## src/rtl/ram_port_arbiter_pkg.sv

```systemverilog
// Shared constants for the two-requester RAM port arbiter.
package ram_arb_pkg;
    localparam int NUM_REQ    = 2;
    localparam int ADDR_W_DEF = 4;
    localparam int DATA_W_DEF = 8;
endpackage

```

## src/rtl/ram_port_arbiter_if.sv

```systemverilog
// Request/grant/data bundle between the requesters (master) and the arbiter (slave).
interface ram_port_arbiter_if
    import ram_arb_pkg::*;
#(
    parameter int ADDR_W = ADDR_W_DEF,
    parameter int DATA_W = DATA_W_DEF
);
    logic [NUM_REQ-1:0]        wr_req;
    logic [NUM_REQ*ADDR_W-1:0] wr_addr;
    logic [NUM_REQ*DATA_W-1:0] wr_data;
    logic [NUM_REQ-1:0]        wr_gnt;
    logic [NUM_REQ-1:0]        rd_req;
    logic [NUM_REQ*ADDR_W-1:0] rd_addr;
    logic [NUM_REQ-1:0]        rd_gnt;
    logic [NUM_REQ-1:0]        rd_valid;
    logic [DATA_W-1:0]         rd_data;

    modport master (
        output wr_req, wr_addr, wr_data, rd_req, rd_addr,
        input  wr_gnt, rd_gnt, rd_valid, rd_data
    );

    modport slave (
        input  wr_req, wr_addr, wr_data, rd_req, rd_addr,
        output wr_gnt, rd_gnt, rd_valid, rd_data
    );
endinterface

```

## src/rtl/ram_port_arbiter_rr_arb2.sv

```systemverilog
// Two-input round-robin arbiter: combinational grant, 1-bit priority pointer register.
module rr_arb2
    import ram_arb_pkg::*;
(
    input  logic               clk,
    input  logic               rst,
    input  logic [NUM_REQ-1:0] req,
    output logic [NUM_REQ-1:0] gnt
);
    logic ptr;

    always_comb begin
        gnt = '0;
        if (!rst) begin
            if (req == 2'b11)
                gnt = ptr ? 2'b10 : 2'b01;
            else
                gnt = req;
        end
    end

    // Priority passes to the other requester after every grant; held when idle.
    always_ff @(posedge clk) begin
        if (rst)
            ptr <= 1'b0;
        else if (gnt[0])
            ptr <= 1'b1;
        else if (gnt[1])
            ptr <= 1'b0;
    end
endmodule

```

## src/rtl/ram_port_arbiter.sv

```systemverilog
// Arbitrated 1W/1R RAM shared by two requesters.
// Define RAM_ARB_WR_BYPASS_EN for write-first forwarding on same-address collisions.
module ram_port_arbiter
    import ram_arb_pkg::*;
#(
    parameter int ADDR_W = ADDR_W_DEF,
    parameter int DATA_W = DATA_W_DEF
)(
    input logic                clk,
    input logic                rst,
    ram_port_arbiter_if.slave  bus
);
    logic [NUM_REQ-1:0] wr_gnt;
    logic [NUM_REQ-1:0] rd_gnt;
    logic [ADDR_W-1:0]  waddr;
    logic [DATA_W-1:0]  wdata;
    logic [ADDR_W-1:0]  raddr;
    logic [DATA_W-1:0]  mem [2**ADDR_W];

    rr_arb2 u_wr_arb (.clk(clk), .rst(rst), .req(bus.wr_req), .gnt(wr_gnt));
    rr_arb2 u_rd_arb (.clk(clk), .rst(rst), .req(bus.rd_req), .gnt(rd_gnt));

    assign bus.wr_gnt = wr_gnt;
    assign bus.rd_gnt = rd_gnt;

    always_comb begin
        waddr = wr_gnt[1] ? bus.wr_addr[ADDR_W +: ADDR_W] : bus.wr_addr[0 +: ADDR_W];
        wdata = wr_gnt[1] ? bus.wr_data[DATA_W +: DATA_W] : bus.wr_data[0 +: DATA_W];
        raddr = rd_gnt[1] ? bus.rd_addr[ADDR_W +: ADDR_W] : bus.rd_addr[0 +: ADDR_W];
    end

    // Memory is intentionally not reset; grants are already zero during rst.
    always_ff @(posedge clk) begin
        if (|wr_gnt)
            mem[waddr] <= wdata;
    end

    always_ff @(posedge clk) begin
        if (rst) begin
            bus.rd_valid <= '0;
            bus.rd_data  <= '0;
        end else begin
            bus.rd_valid <= rd_gnt;
            if (|rd_gnt) begin
`ifdef RAM_ARB_WR_BYPASS_EN
                if ((|wr_gnt) && (waddr == raddr))
                    bus.rd_data <= wdata;
                else
                    bus.rd_data <= mem[raddr];
`else
                bus.rd_data <= mem[raddr];
`endif
            end
        end
    end
endmodule
```

## src/flat_wrapper.sv

```systemverilog
// flat-port wrapper written by rule: the top's interface ports become plain ports
module ram_port_arbiter_flat import ram_arb_pkg::*;
#(
    parameter int ADDR_W = ADDR_W_DEF,
    parameter int DATA_W = DATA_W_DEF
)
  (clk, rst, bus_wr_req, bus_wr_addr, bus_wr_data, bus_rd_req, bus_rd_addr, bus_wr_gnt, bus_rd_gnt, bus_rd_valid, bus_rd_data);
  ram_port_arbiter_if #(.ADDR_W(ADDR_W), .DATA_W(DATA_W)) bus_i ();
  input logic clk;
  input logic rst;
  input wire logic [$bits(bus_i.wr_req)-1:0] bus_wr_req;
  input wire logic [$bits(bus_i.wr_addr)-1:0] bus_wr_addr;
  input wire logic [$bits(bus_i.wr_data)-1:0] bus_wr_data;
  input wire logic [$bits(bus_i.rd_req)-1:0] bus_rd_req;
  input wire logic [$bits(bus_i.rd_addr)-1:0] bus_rd_addr;
  output wire logic [$bits(bus_i.wr_gnt)-1:0] bus_wr_gnt;
  output wire logic [$bits(bus_i.rd_gnt)-1:0] bus_rd_gnt;
  output wire logic [$bits(bus_i.rd_valid)-1:0] bus_rd_valid;
  output wire logic [$bits(bus_i.rd_data)-1:0] bus_rd_data;
  assign bus_i.wr_req = bus_wr_req;
  assign bus_i.wr_addr = bus_wr_addr;
  assign bus_i.wr_data = bus_wr_data;
  assign bus_i.rd_req = bus_rd_req;
  assign bus_i.rd_addr = bus_rd_addr;
  assign bus_wr_gnt = bus_i.wr_gnt;
  assign bus_rd_gnt = bus_i.rd_gnt;
  assign bus_rd_valid = bus_i.rd_valid;
  assign bus_rd_data = bus_i.rd_data;
  ram_port_arbiter #(.ADDR_W(ADDR_W), .DATA_W(DATA_W)) u_core (.clk(clk), .rst(rst), .bus(bus_i));
endmodule
```

## config.mk

```make
export PLATFORM = sky130hd
export DESIGN_NAME = ram_port_arbiter_flat
export DESIGN_NICKNAME = d
export VERILOG_FILES = /design/src/rtl/ram_port_arbiter_pkg.sv /design/src/rtl/ram_port_arbiter_if.sv /design/src/rtl/ram_port_arbiter_rr_arb2.sv /design/src/rtl/ram_port_arbiter.sv /design/src/flat_wrapper.sv
export SDC_FILE = /design/constraint.sdc
export NUM_CORES = 1
export LEC_CHECK = 0
export CELL_PAD_IN_SITES_DETAIL_PLACEMENT = 0
export CELL_PAD_IN_SITES_GLOBAL_PLACEMENT = 2
export CORE_MARGIN = 1.5
export CORE_UTILIZATION = 40
export DETAILED_ROUTE_END_ITERATION = 10
export DONT_BUFFER_PORTS = 1
export PLACE_DENSITY = 0.73
export SYNTH_ARGS = -nofsm -noshare
export SYNTH_HDL_FRONTEND = slang
export SYNTH_SLANG_ARGS = --single-unit
```

## constraint.sdc

```tcl
create_clock -name clk -period 2.2 [get_ports clk]
set_input_delay 0.22 -clock clk [delete_from_list [all_inputs] [get_ports clk]]
set_output_delay 0.22 -clock clk [all_outputs]
set_load 0.05 [all_outputs]
```

After elaboration in Yosys (flattened, before gate mapping)
Memory sizes are Yosys's and may differ from the RTL's. A register that Yosys moved wholly into a read port is not among the register bits.
Index checks and enable logic that the tools add are counted.
- flip-flop bits (word level): 4
- output and inout bits: 14
- logic and storage cells: 25
- input bits: 38
- bits in writable memories: 128
- memories: 1
- eq/ne operators: 2
- reduce and logical (&&, ||, !) cells: 4
- mux-type cells: 15
- memory list (memory ; depth ; width ; rd ports ; clocked after Yosys merged registers in ; wr ports ; RTL line ; source):
    u_core.mem ; 16 ; 8 ; 1 ; 1 ; 1 ; ram_port_arbiter.sv:18 ; logic [DATA_W-1:0] mem [2**ADDR_W];
- operators by type and width (kind ; count):
    $mux 2 ; 6
    $mux 4 ; 2
    $mux 8 ; 1
    $mux 1 ; 6
    $eq 2x2->1 const B ; 2
    $reduce_bool 2->1 ; 2
    $reduce_or 2->1 ; 2

Logic depth before layout (Yosys ltp)
- word-level depth: 6
- mapped depth: 9
- mapped depth without buffers: 6

By module
From an unflattened synthesis, not the netlist that was laid out.
- cells, all modules: 591
- area, all modules: 6864.1 sq um
- by module, submodules not included (module ; cells an instance ; seq. area each (sq um) ; times used ; area an instance (sq um)):
    ram_port_arbiter ; 579 ; 4043.9 ; 1 ; 6741.5
    rr_arb2 ; 6 ; 20.0 ; 2 ; 61.3

Worst setup path after synthesis
OpenSTA, ideal clock, no wires.
- path type: reg-to-reg
- start point: register u_core.u_wr_arb.ptr
- end point: memory u_core.mem[0][0] in the netlist's numbering (data pin)
- setup time: 320 ps
- cell stages (with the launch flop): 8
- clock period less this slack: 2386 ps
- buffers on the path: 2
- setup slack: -186 ps
- arrival time: 2066 ps
- cell sequence: dfxtp_1 o21ai_0 or2_2 clkbuf_1 clkbuf_1 clkinv_1 nand2_1 nand2_1
- cells in the longest elaborated chain, start to end: 4
- ends and longest elaborated chain (what ; RTL line ; source):
    from (decl) ; ram_port_arbiter_rr_arb2.sv:10 ; logic ptr;
    from (signal assigned) ; ram_port_arbiter_rr_arb2.sv:25 ; ptr <= 1'b0;
    from (signal assigned) ; ram_port_arbiter_rr_arb2.sv:27 ; ptr <= 1'b1;
    from (signal assigned) ; ram_port_arbiter_rr_arb2.sv:29 ; ptr <= 1'b0;
    $mux 2 ; ram_port_arbiter_rr_arb2.sv:16 ; gnt = ptr ? 2'b10 : 2'b01;
    $mux 2 ; ram_port_arbiter_rr_arb2.sv:15 ; if (req == 2'b11)
    $mux 2 ; ram_port_arbiter_rr_arb2.sv:14 ; if (!rst) begin
    net bus_wr_gnt[1] ; flat_wrapper.sv:16 ; output wire logic [$bits(bus_i.wr_gnt)-1:0] bus_wr_gnt;
    $mux 8 ; ram_port_arbiter.sv:28 ; wdata = wr_gnt[1] ? bus.wr_data[DATA_W +: DATA_W] : bus.wr_data[0 +: DATA_W];
    net u_core.wdata[0] ; ram_port_arbiter.sv:16 ; logic [DATA_W-1:0] wdata;
    to (decl) ; ram_port_arbiter.sv:18 ;
The timed path passes the listed nets, and every way through them passes these cells.

Worst setup path in the final report
- start point: register u_core.u_rd_arb.ptr
- end point: register u_core.bus.rd_data[6] (read register of u_core.mem)
- cells in the longest elaborated chain, start to end: 4
- ends and longest elaborated chain (what ; RTL line ; source):
    from (decl) ; ram_port_arbiter_rr_arb2.sv:10 ;
    from (signal assigned) ; ram_port_arbiter_rr_arb2.sv:25 ;
    from (signal assigned) ; ram_port_arbiter_rr_arb2.sv:27 ;
    from (signal assigned) ; ram_port_arbiter_rr_arb2.sv:29 ;
    $mux 2 (*) ; ram_port_arbiter_rr_arb2.sv:16 ;
    $mux 2 (*) ; ram_port_arbiter_rr_arb2.sv:15 ;
    $mux 2 (*) ; ram_port_arbiter_rr_arb2.sv:14 ;
    $mux 4 or $reduce_or 2->1 (tied branches) ; ram_port_arbiter.sv:29, ram_port_arbiter.sv:44 ;
    to (decl) ; ram_port_arbiter_if.sv:25 ; output wr_gnt, rd_gnt, rd_valid, rd_data
Every way passes the cells marked *; elsewhere a longest branch is shown, timed or not.
A chain may end at the register's enable or synchronous reset.

==> results.txt <==
----------------------------------------------------
[Timing]
  Period utilisation layout ... 109.5%
  Final WS setup ... -0.2085 ns
  Slew Limit Headroom ... between 30% and 40%
  Fin Clk Skew ... 0.006596 ns
  Achievable frequency ... just over 400 MHz
  Worst Tran Pin Value ... 0.9005 ns
  Total count of max-transition violations in the final report ... 0
  Final setup violation count ... 8
  Tmin final ... 2.408 ns
  Setup repair after global routing missed its margin ... true
  Number of failing hold endpoints at the final stage ... 0

[Route]
  Via count of the routed design ... 4204
  Final routed wire length divided by cell count ... roughly 24 um
  First-pass detailed-route iteration total ... 5
  DRC violations left ... 0
  Total length of routed wires ... around 17 mm
  Via/cell ratio ... 6.032
  DRT antenna net count ... 0
  Initial detailed-routing violation count ... 468

[Power]
  Peak VDD IR ... 0.6232 mV
  Flop pwr share ... between 40% and 50%
  Total internal power ... 5.121 mW
  Switching Fraction ... 24.09%
  Total net switching power ... 1.625 mW
  Fraction of power consumed by the clock network ... between 40% and 50%
  Combinational cell fraction of total power ... a little under an eighth
  P per Cell Area ... 858.2 mW/mm^2
  Leakage ... 2.845 nW

[Final layout]
  Cell area after layout ... ~0.0079 sq mm
  Number of inserted filler cells in the final layout ... between 1000 and 1500
  Layout Cells excl Fill ... roughly 700
  Layout cells sized above 1 ... between 30% and 40%
  Count of nets after finishing ... 538
  Synthesis-to-finish area growth ... 30.95%
  Number of inserted diodes ... 0

[Die]
  Die Y-Extent ... 125.5 um
  Number of rows created at floorplan ... 44
  Die width ... about 130 um
  Top Ports ... 52
  Starting utilization of the core area ... 41.15%
  Core region area ... 0.01459 sq mm
  Total die area ... 0.01575 sq mm

[Synthesis]
  Most frequent cell after synthesis ... sky130_fd_sc_hd__edfxtp_1
  Number of nets produced by synthesis ... 467
  Most frequent cells after synthesis ... 128 x sky130_fd_sc_hd__edfxtp_1, 64 x sky130_fd_sc_hd__a2111oi_0, 64 x sky130_fd_sc_hd__and3_1
  Number of instances in the synthesized netlist ... between 400 and 500
  Most area-consuming cells after synthesis ... sky130_fd_sc_hd__edfxtp_1 64%, sky130_fd_sc_hd__a2111oi_0 9.3%, sky130_fd_sc_hd__and3_1 6.7%
  Most used DFF post-synth ... sky130_fd_sc_hd__edfxtp_1
  Distinct cell type count after synthesis ... 37
  Biggest area consumer among synthesized cells ... sky130_fd_sc_hd__edfxtp_1
  Synth top area share ... 64.03%
  Count of flip-flops with a built-in enable after synthesis ... 128
  Ys async rst share ... 0%
  Cell area after synthesis ... 0.006003 sq mm
  Post-synthesis sequential element count ... 140
  Portion of the post-synthesis area used by sequential elements ... between 60% and 70%
  Ys Warns ... 0
  Syn_area_per_cell ... 13.99 sq um

[GRT]
  Via count of the first global-routing pass ... slightly above 4000
  First-pass GRT wire length ... 24.58 mm
  Number of antenna violations at the first check in global routing ... 0
  Final global-route overflow total ... 0
  Largest net degree at the start of global routing ... 49
  Global Route Usage Sum ... 21.25%

[Place]
  Dpl cell area ... 0.006758 sq mm
  Detailed Place HPWL ... 10.17 mm
  Routability congestion estimate from global placement ... 0.8111
  # placed instances ... 647
  # port buffers ... 0

[Critical path]
  Master of the slowest instance on the critical path ... sky130_fd_sc_hd__a2111oi_0
  Gate family responsible for the most delay along the worst path ... simple AND/OR/NAND/NOR gates
  Required time at the worst-slack endpoint ... 2.46 ns
  Max incr delay on CP ... ~0.7 ns
  Arrival time of data at the critical path endpoint ... 2.67 ns
  Ordered list of cells on the worst path ... nor2b_4 -> or3b_4 -> buf_12 -> and3_1 -> a2111oi_0 -> or4_4 -> a221oi_2
  Highest net fanout along the worst path ... 48
  Setup Crit Path Kind ... register to register
  Kind of end point of the critical path ... register
  Buffering stage count on the worst path with inverters included ... 1
  Startpoint class of the critical path ... register

[Status]
  Run status ... finished with violations
  Violations in the final reports ... setup timing

[Hold path]
  Worst Hold Class ... primary input to register

[Clock tree]
  H-tree levels ... 4
  Buffer type at the clock tree root ... sky130_fd_sc_hd__clkbuf_16
  Clock transition at path regs ... 0.06 ns
  CTS max path bufs ... 2
  Num CTS Buffers ... 17
  Clock tree from TritonCTS ... done
  Sink Count ... 140
  Clock latency on the worst-skew pair ... around 0.42 ns

[Job]
  Max-cap violations ... 0

----------------------------------------------------
-- cells in the final DEF (no fill, tap or decap), drive strengths merged, types with 8 or more instances in the layout --
cell,count
a221oi,8
dfxtp,12
o21bai,8
and3,64
a2111oi,64
nand2,30
or4,16
buf,80
nor2,20
clkbuf,21
edfxtp,128
-- sequential cells by signal (all words and copies together), names as in the netlist --
| register | flops |
|---|---|
| u_core.u_wr_arb.ptr | 1 |
| u_core.u_rd_arb.ptr | 1 |
| u_core.mem | 128 |
| u_core.bus.rd_valid | 2 |
| u_core.bus.rd_data | 8 |
-- layout make-up --
type	instances	area, sq um	share of cell area, %
clock inverter	14	170.2	2.165
sequential	140	4085	51.97
timing repair buffer	89	965.9	12.29
multi-input combinational	246	1957	24.89
inverter	6	23.77	0.3024
tap	184	230.2	2.929
clock buffer	18	429.2	5.459
-- through the flow --
step           setup TNS, ns  setup WS, ns  utilization (%)  power [mW]  hold slack (ns)
2_1_floorplan        -0.7811       -0.1118                -       3.456           0.3181
3_3_place_gp          -2.165       -0.3434            46.32       3.734           0.2983
3_5_place_dp          -3.252       -0.3530            46.32       3.739           0.2986
4_1_cts               -1.227       -0.1916            51.81       6.669          0.04234
5_1_grt               -1.589       -0.2208            53.89       6.935          0.06360
6_report              -1.216       -0.2085            53.89       6.747          0.05637
-- worst register-to-register path, delay by kind of cell, from the launching register on --
kind                   cells  cell delay (ns)
AOI/OAI and AO/OA          2             0.76
buffers and inverters      1             0.19
DFF                        1             0.35
and+or+nand+nor            4             0.94
-- layer usage --
layer	global-route usage, %	vias to the layer above	share of wire [%]
li1	-	1902	-
met1	28.79	2100	43
met2	32.70	175	47
met3	6.205	27	8.0
met4	7.487	0	1.7
met5	0	-	0
-- path summary, 6_finish.rpt --
path	start	end	slack, ns	cells after the start
min	bus_rd_req[1]	u_core.bus.rd_valid[1]$_SDFF_PP0_	0.06	3
max reg2reg	u_core.u_rd_arb.ptr$_SDFFE_PP0P_	u_core.bus.rd_data[6]$_SDFFE_PP0P_	-0.21	7
min reg2reg	u_core.u_rd_arb.ptr$_SDFFE_PP0P_	u_core.bus.rd_valid[1]$_SDFF_PP0_	0.78	4
max	u_core.u_rd_arb.ptr$_SDFFE_PP0P_	u_core.bus.rd_data[6]$_SDFFE_PP0P_	-0.21	7
-- power groups by stage --
stage / clock network (mW) / logic (mW) / registers (mW)
after floorplan: 0 / 0.354 / 3.10
after global placement: 0 / 0.630 / 3.10
after detailed placement: 0 / 0.633 / 3.11
after CTS: 2.92 / 0.699 / 3.05
after global routing: 3.02 / 0.858 / 3.05
final: 2.88 / 0.812 / 3.05
-- what timing repair did --
item                                    CTS  global route
pin swaps                                 4            16
resized for setup                        26            49
hold buffers                              6             0
setup buffers                             2            12
endpoints found under the setup margin   32            73
endpoints found under the hold margin    11             0
gates cloned                              2             4
-- kinds of logic after synthesis --
logic type / after synthesis / share of synthesized area [%]
buf+inv: 43 / 3.668
simple gates: 147 / 14.13
mux: 6 / 1.167
flops: 140 / 68.03
compound gates: 93 / 13.01
(Power assumes the default switching activity.)
==> edit 1: new RTL, config.mk and constraints unchanged <==
Build with the macro `RAM_ARB_WR_BYPASS_EN` defined.
--- a/src/rtl/ram_port_arbiter.sv
+++ b/src/rtl/ram_port_arbiter.sv
@@ -2,2 +2,4 @@
 // Define RAM_ARB_WR_BYPASS_EN for write-first forwarding on same-address collisions.
+`define RAM_ARB_WR_BYPASS_EN
+
 module ram_port_arbiter
Function: changed (Yosys sat finds a counterexample within 4 cycles, from zero or initial values and one cycle with rst high).
==> edit 1 against the original RTL <==
- die area rose by 11%
- sequential cell count did not move
- fmax grew 15%
- routed wire length rose by 21%
- design area grew 2.3%
- combinational power increased by 9.6%
- setup slack better by 0.31 ns
- sequential power is 1% lower
- area after synthesis grew 11%
- power is 2.5% lower
- cell count is 20% higher
- sequential share of layout area fell by 1.2 points
- largest power group unchanged
==> edit 1: results (changes against the original RTL) <==
\begin{tabular}{lr}
\hline
Metric & Value \\
\hline
\multicolumn{2}{l}{\textbf{Logic synthesis}} \\
\quad Cell count after synthesis & 552 (+29\%) \\
\quad Portion of netlist area occupied by mux cells & 0.0135 (+0.00185) \\
\quad Area contributors post-synth & edfxtp\_1 (58\%), nand3\_1 (6.5\%), o21ai\_0 (4.0\%) \\
\quad Most frequent cells after synthesis & edfxtp\_1 (128), nand3\_1 (87), o21ai\_0 (53) \\
\quad Post-synthesis sequential area ratio & 0.613 (-0.0673) \\
\quad Synthesized-area fraction occupied by ao, oa, aoi and oai cells & 0.154 (+0.0237) \\
\quad Net count after synthesis & 590 (+26\%) \\
\quad Number of distinct library cells after synthesis & 46 (+24\%) \\
\multicolumn{2}{l}{\textbf{Power}} \\
\quad Leakage & 2.64 nW (-7.3\%) \\
\quad Max rail drop VDD & 0.000539 V (-13\%) \\
\multicolumn{2}{l}{\textbf{Global route}} \\
\quad GRT Overall Usage & 0.236 (+0.0232) \\
\quad Global-route wire length before repair & 30.3 mm (+23\%) \\
\quad Vias in the first global route & 5024 (+22\%) \\
\multicolumn{2}{l}{\textbf{Placement}} \\
\quad Total placed cells including tap cells & 795 (+23\%) \\
\quad Placed Instance Area & 7310 sq um (+8.1\%) \\
\quad Minimum setup slack after placement & -0.161 ns (+0.192 ns) \\
\quad Routability-driven placement congestion ratio & 0.836 (+3.0\%) \\
\multicolumn{2}{l}{\textbf{Worst setup path}} \\
\quad Biggest cell delay along the critical path & 0.36 ns (-0.34 ns) \\
\quad Arrival time at the worst endpoint & 2.44 ns (-0.23 ns) \\
\quad Top Family by Delay on Critical Path & compound AO/OA/AOI/OAI gates \\
\quad Highest net fanout along the worst path & 11 (-77\%) \\
\multicolumn{2}{l}{\textbf{Route}} \\
\quad Average vias per placed instance & 6.20 (+2.8\%) \\
\quad WL per Instance & 24.2 um (+0.57\%) \\
\quad Total via count after detailed routing & 5183 (+23\%) \\
\multicolumn{2}{l}{\textbf{Status}} \\
\quad Outcome & complete, no violations \\
\multicolumn{2}{l}{\textbf{Clock tree}} \\
\quad Count of cells resized by post-cts repair & 8 (-69\%) \\
\multicolumn{2}{l}{\textbf{STA}} \\
\quad Rel. slew slack & 0.637 (+0.241) \\
\multicolumn{2}{l}{\textbf{Finish}} \\
\quad Nets@finish & 643 (+20\%) \\
\hline
\end{tabular}
[edit 1: cell count changes after synthesis, moves of 17 or more]
cell and change:
nand2b_1 +22, o21ai_0 +51, a2111oi_0 -64, a22oi_1 +17, nand3_1 +86, and3_1 -59
[edit 1: final cells by class]
class                      count  area (sq um)  share of cell area
timing repair buffer          80           688              0.0856
clock buffer                  20           437              0.0543
clock inverter                10           101              0.0126
inverter                       1          3.75            0.000467
tap                          220           275              0.0342
multi-input combinational    365          2450               0.305
sequential                   140          4090               0.508
[edit 1: path summary, 6_finish.rpt]
| kind | startpoint | endpoint | slack (ns) | cells after the start |
|---|---|---|---|---|
| max | u_core.u_rd_arb.ptr | u_core.bus.rd_data[4] | 0.1 | 9 |
| min | bus_rd_req[1] | u_core.bus.rd_valid[0] | 0.04 | 2 |
| max reg2reg | u_core.u_rd_arb.ptr | u_core.bus.rd_data[4] | 0.1 | 9 |
| min reg2reg | u_core.u_rd_arb.ptr | u_core.bus.rd_valid[0] | 0.59 | 2 |
[edit 1: power breakdown]
group	total [mW]	internal (mW)	leakage [nW]	switching (mW)
Sequential	3.01	2.98	1.25	0.0264
Clock	2.68	1.63	0.258	1.05
Combinational	0.890	0.304	1.13	0.585
[edit 1: kinds of logic after synthesis]
| kind of cell | Yosys count |
|---|---|
| AOI/OAI and AO/OA | 140 |
| buffers and inverters | 47 |
| DFF | 140 |
| muxes | 8 |
| and+or+nand+nor | 217 |
[edit 1: per-layer routing]
metal | routed length, um | up-vias | global-route usage | part of all wire
met5 | 0 | - | 0 | 0
met4 | 433 | 0 | 0.0870 | 0.021
met3 | 1280 | 30 | 0.0534 | 0.063
met2 | 9460 | 229 | 0.363 | 0.47
met1 | 9030 | 2622 | 0.327 | 0.45
li1 | - | 2302 | - | -
==> edit 2: new RTL, config.mk and constraints unchanged <==
Without the edit above. Make the reset (`rst`) asynchronous in 2 clocked blocks.
--- a/src/rtl/ram_port_arbiter_rr_arb2.sv
+++ b/src/rtl/ram_port_arbiter_rr_arb2.sv
@@ -22,3 +22,3 @@
     // Priority passes to the other requester after every grant; held when idle.
-    always_ff @(posedge clk) begin
+    always_ff @(posedge clk or posedge rst) begin
         if (rst)
--- a/src/rtl/ram_port_arbiter.sv
+++ b/src/rtl/ram_port_arbiter.sv
@@ -37,3 +37,3 @@
 
-    always_ff @(posedge clk) begin
+    always_ff @(posedge clk or posedge rst) begin
         if (rst) begin
Formal check against the unedited RTL: differs if rst is asserted again (counterexample within 4 cycles, from zero or initial values and one cycle with rst high); with rst held inactive, the same outputs for 4 cycles.
==> edit 2 against the original RTL <==
- the run still ends with setup timing left
- sequential cell count did not move
- via count fell by 13%
- sequential share of layout area rose by 7.3 points
- power fell by 0.34%
- area after synthesis fell by 3.5%
- design area fell by 11%
- routed wire length fell by 16%
- setup slack improved by 0.15 ns
- hold slack got worse by 0.037 ns
- critical path type unchanged
==> edit 2: results (changes against the original RTL) <==
\begin{tabular}{lr}
\hline
Metric & Value \\
\hline
\multicolumn{2}{l}{\textbf{STA}} \\
\quad Clock skew & 0.00705 ns (+0.000452 ns) \\
\quad Minimum setup slack in the final design & -0.0535 ns (+0.155 ns) \\
\quad Rel. slew slack & 0.544 (+0.147) \\
\quad Final setup violation count & 2 (-6) \\
\multicolumn{2}{l}{\textbf{Placement}} \\
\quad Total placed cells including tap cells & 642 (-0.77\%) \\
\quad Routability-driven placement congestion ratio & 0.785 (-3.2\%) \\
\quad Detailed Place HPWL & 9.64 mm (-5.2\%) \\
\quad Placed Instance Area & 6230 sq um (-7.7\%) \\
\multicolumn{2}{l}{\textbf{Logic synthesis}} \\
\quad Portion of netlist area occupied by mux cells & 0.0488 (+0.0372) \\
\quad Most frequent cells after synthesis & nand2\_1 (132), edfxtp\_1 (128), nand3\_1 (38) \\
\quad Number of synthesized flops with an enable pin & 128 (unchanged) \\
\quad Area contributors post-synth & edfxtp\_1 (66\%), nand2\_1 (8.6\%), dfrtp\_1 (5.2\%) \\
\quad Async set-or-reset flop fraction in the synthesized netlist & 0.0857 (+0.0857) \\
\quad Post-synthesis sequential area ratio & 0.715 (+0.0352) \\
\quad Per-instance average area after synthesis & 13.1 sq um (-6.4\%) \\
\quad Net count after synthesis & 480 (+2.8\%) \\
\quad Synthesized-area fraction occupied by ao, oa, aoi and oai cells & 0.0590 (-0.0711) \\
\multicolumn{2}{l}{\textbf{Global route}} \\
\quad GRT Overall Usage & 0.198 (-0.0143) \\
\quad Vias in the first global route & 3531 (-14\%) \\
\quad Pin count of the biggest net entering global routing & 25 (-49\%) \\
\quad Global-route wire length before repair & 21.0 mm (-14\%) \\
\multicolumn{2}{l}{\textbf{Clock tree}} \\
\quad CTS clock-pin slew for the worst setup and hold paths & 0.06 ns (about the same) \\
\multicolumn{2}{l}{\textbf{Finish}} \\
\quad Number of non-filler instances in the completed layout & 682 (-2.2\%) \\
\quad Nets@finish & 527 (-2.0\%) \\
\quad Fill cell total of the finished layout & 1219 (+3.4\%) \\
\quad Number of antenna repair diodes & 0 (unchanged) \\
\multicolumn{2}{l}{\textbf{Hold path}} \\
\quad Hold Path Stages & 2 (-1) \\
\multicolumn{2}{l}{\textbf{Worst setup path}} \\
\quad Slowest stage cell on the critical path & mux4\_2 \\
\quad Highest net fanout along the worst path & 7 (-85\%) \\
\quad Biggest cell delay along the critical path & 0.48 ns (-0.22 ns) \\
\quad Top Family by Delay on Critical Path & multiplexers \\
\quad FF-to-FF path depth & 8 (+1) \\
\multicolumn{2}{l}{\textbf{Power}} \\
\quad Max rail drop VDD & 0.000573 V (-8.0\%) \\
\quad Leakage & 2.55 nW (-10\%) \\
\multicolumn{2}{l}{\textbf{Status}} \\
\quad Violated checks & setup timing \\
\quad Outcome & complete, but fails checks \\
\multicolumn{2}{l}{\textbf{Route}} \\
\quad Total routed wirelength & 14.1 mm (-16\%) \\
\quad Detailed-router iteration count before antenna repair & 4 (-1) \\
\quad DRC violation total after the first TritonRoute iteration & 365 (-22\%) \\
\hline
\end{tabular}
## edit 2: per-stage QoR
step	utilization	setup TNS, ns	hold slack [ns]	setup slack [ns]
floorplan	-	0	0.170	0.0162
global placement	0.446	-0.643	0.150	-0.219
detailed placement	0.446	-0.560	0.149	-0.129
CTS	0.495	-0.0272	0.0112	-0.0272
global route	0.500	-0.492	0.0201	-0.135
finish	0.500	-0.0700	0.0192	-0.0535
## edit 2: final timing paths
check                           slack, ns                 from               endpoint
min in group asynchronous            0.36                  rst    u_core.u_wr_arb.ptr
worst min-delay path                 0.02                  rst    u_core.u_rd_arb.ptr
worst max register to register      -0.05  u_core.u_rd_arb.ptr  u_core.bus.rd_data[1]
worst min register to register       0.64    u_core.mem[11][4]  u_core.bus.rd_data[4]
worst max-delay path                -0.05  u_core.u_rd_arb.ptr  u_core.bus.rd_data[1]
max in group asynchronous            1.64                  rst  u_core.bus.rd_data[6]
## edit 2: cell type report
cell class | instances | share of cell area
clock buffer | 24 | 0.0703
clock inverter | 8 | 0.0165
timing repair buffer | 47 | 0.0533
inverter | 5 | 0.00304
tap | 180 | 0.0322
multi-input combinational | 278 | 0.232
sequential | 140 | 0.593
## edit 2: power breakdown
part	internal, mW	switching (mW)	leakage [nW]	total [mW]
clock network	1.89	1.02	0.304	2.91
registers	3.01	0.166	1.31	3.18
logic	0.231	0.402	0.944	0.633
## edit 2: routing by layer
| layer | vias to the layer above | part of all wire | global-route usage |
|---|---|---|---|
| met1 | 1824 | 0.44 | 0.262 |
| li1 | 1741 | - | - |
| met2 | 87 | 0.49 | 0.325 |
| met4 | 0 | 0.015 | 0.0697 |
| met5 | - | 0 | 0 |
| met3 | 17 | 0.046 | 0.0429 |
## edit 2: cells by family after synthesis
kind of cell	after synthesis
buf+inv	24
compound gates	46
flops	140
mux	18
simple gates	214
## edit 2: what timing repair did
action | CTS | global route
cloned | 0 | 0
hold endpoints to repair | 13 | 0
hold buffers | 3 | 0
pin swaps | 0 | 3
setup endpoints to repair | 8 | 95
resized for setup | 4 | 19
buffers inserted | 4 | 1
## edit 2: worst reg2reg max path: cells and delay by family (launching register included)
kind / cells / cell delay [ns]
muxes: 2 / 0.76
AOI/OAI and AO/OA: 3 / 0.55
DFF: 1 / 0.38
and+or+nand+nor: 2 / 0.27
buffers and inverters: 1 / 0.16
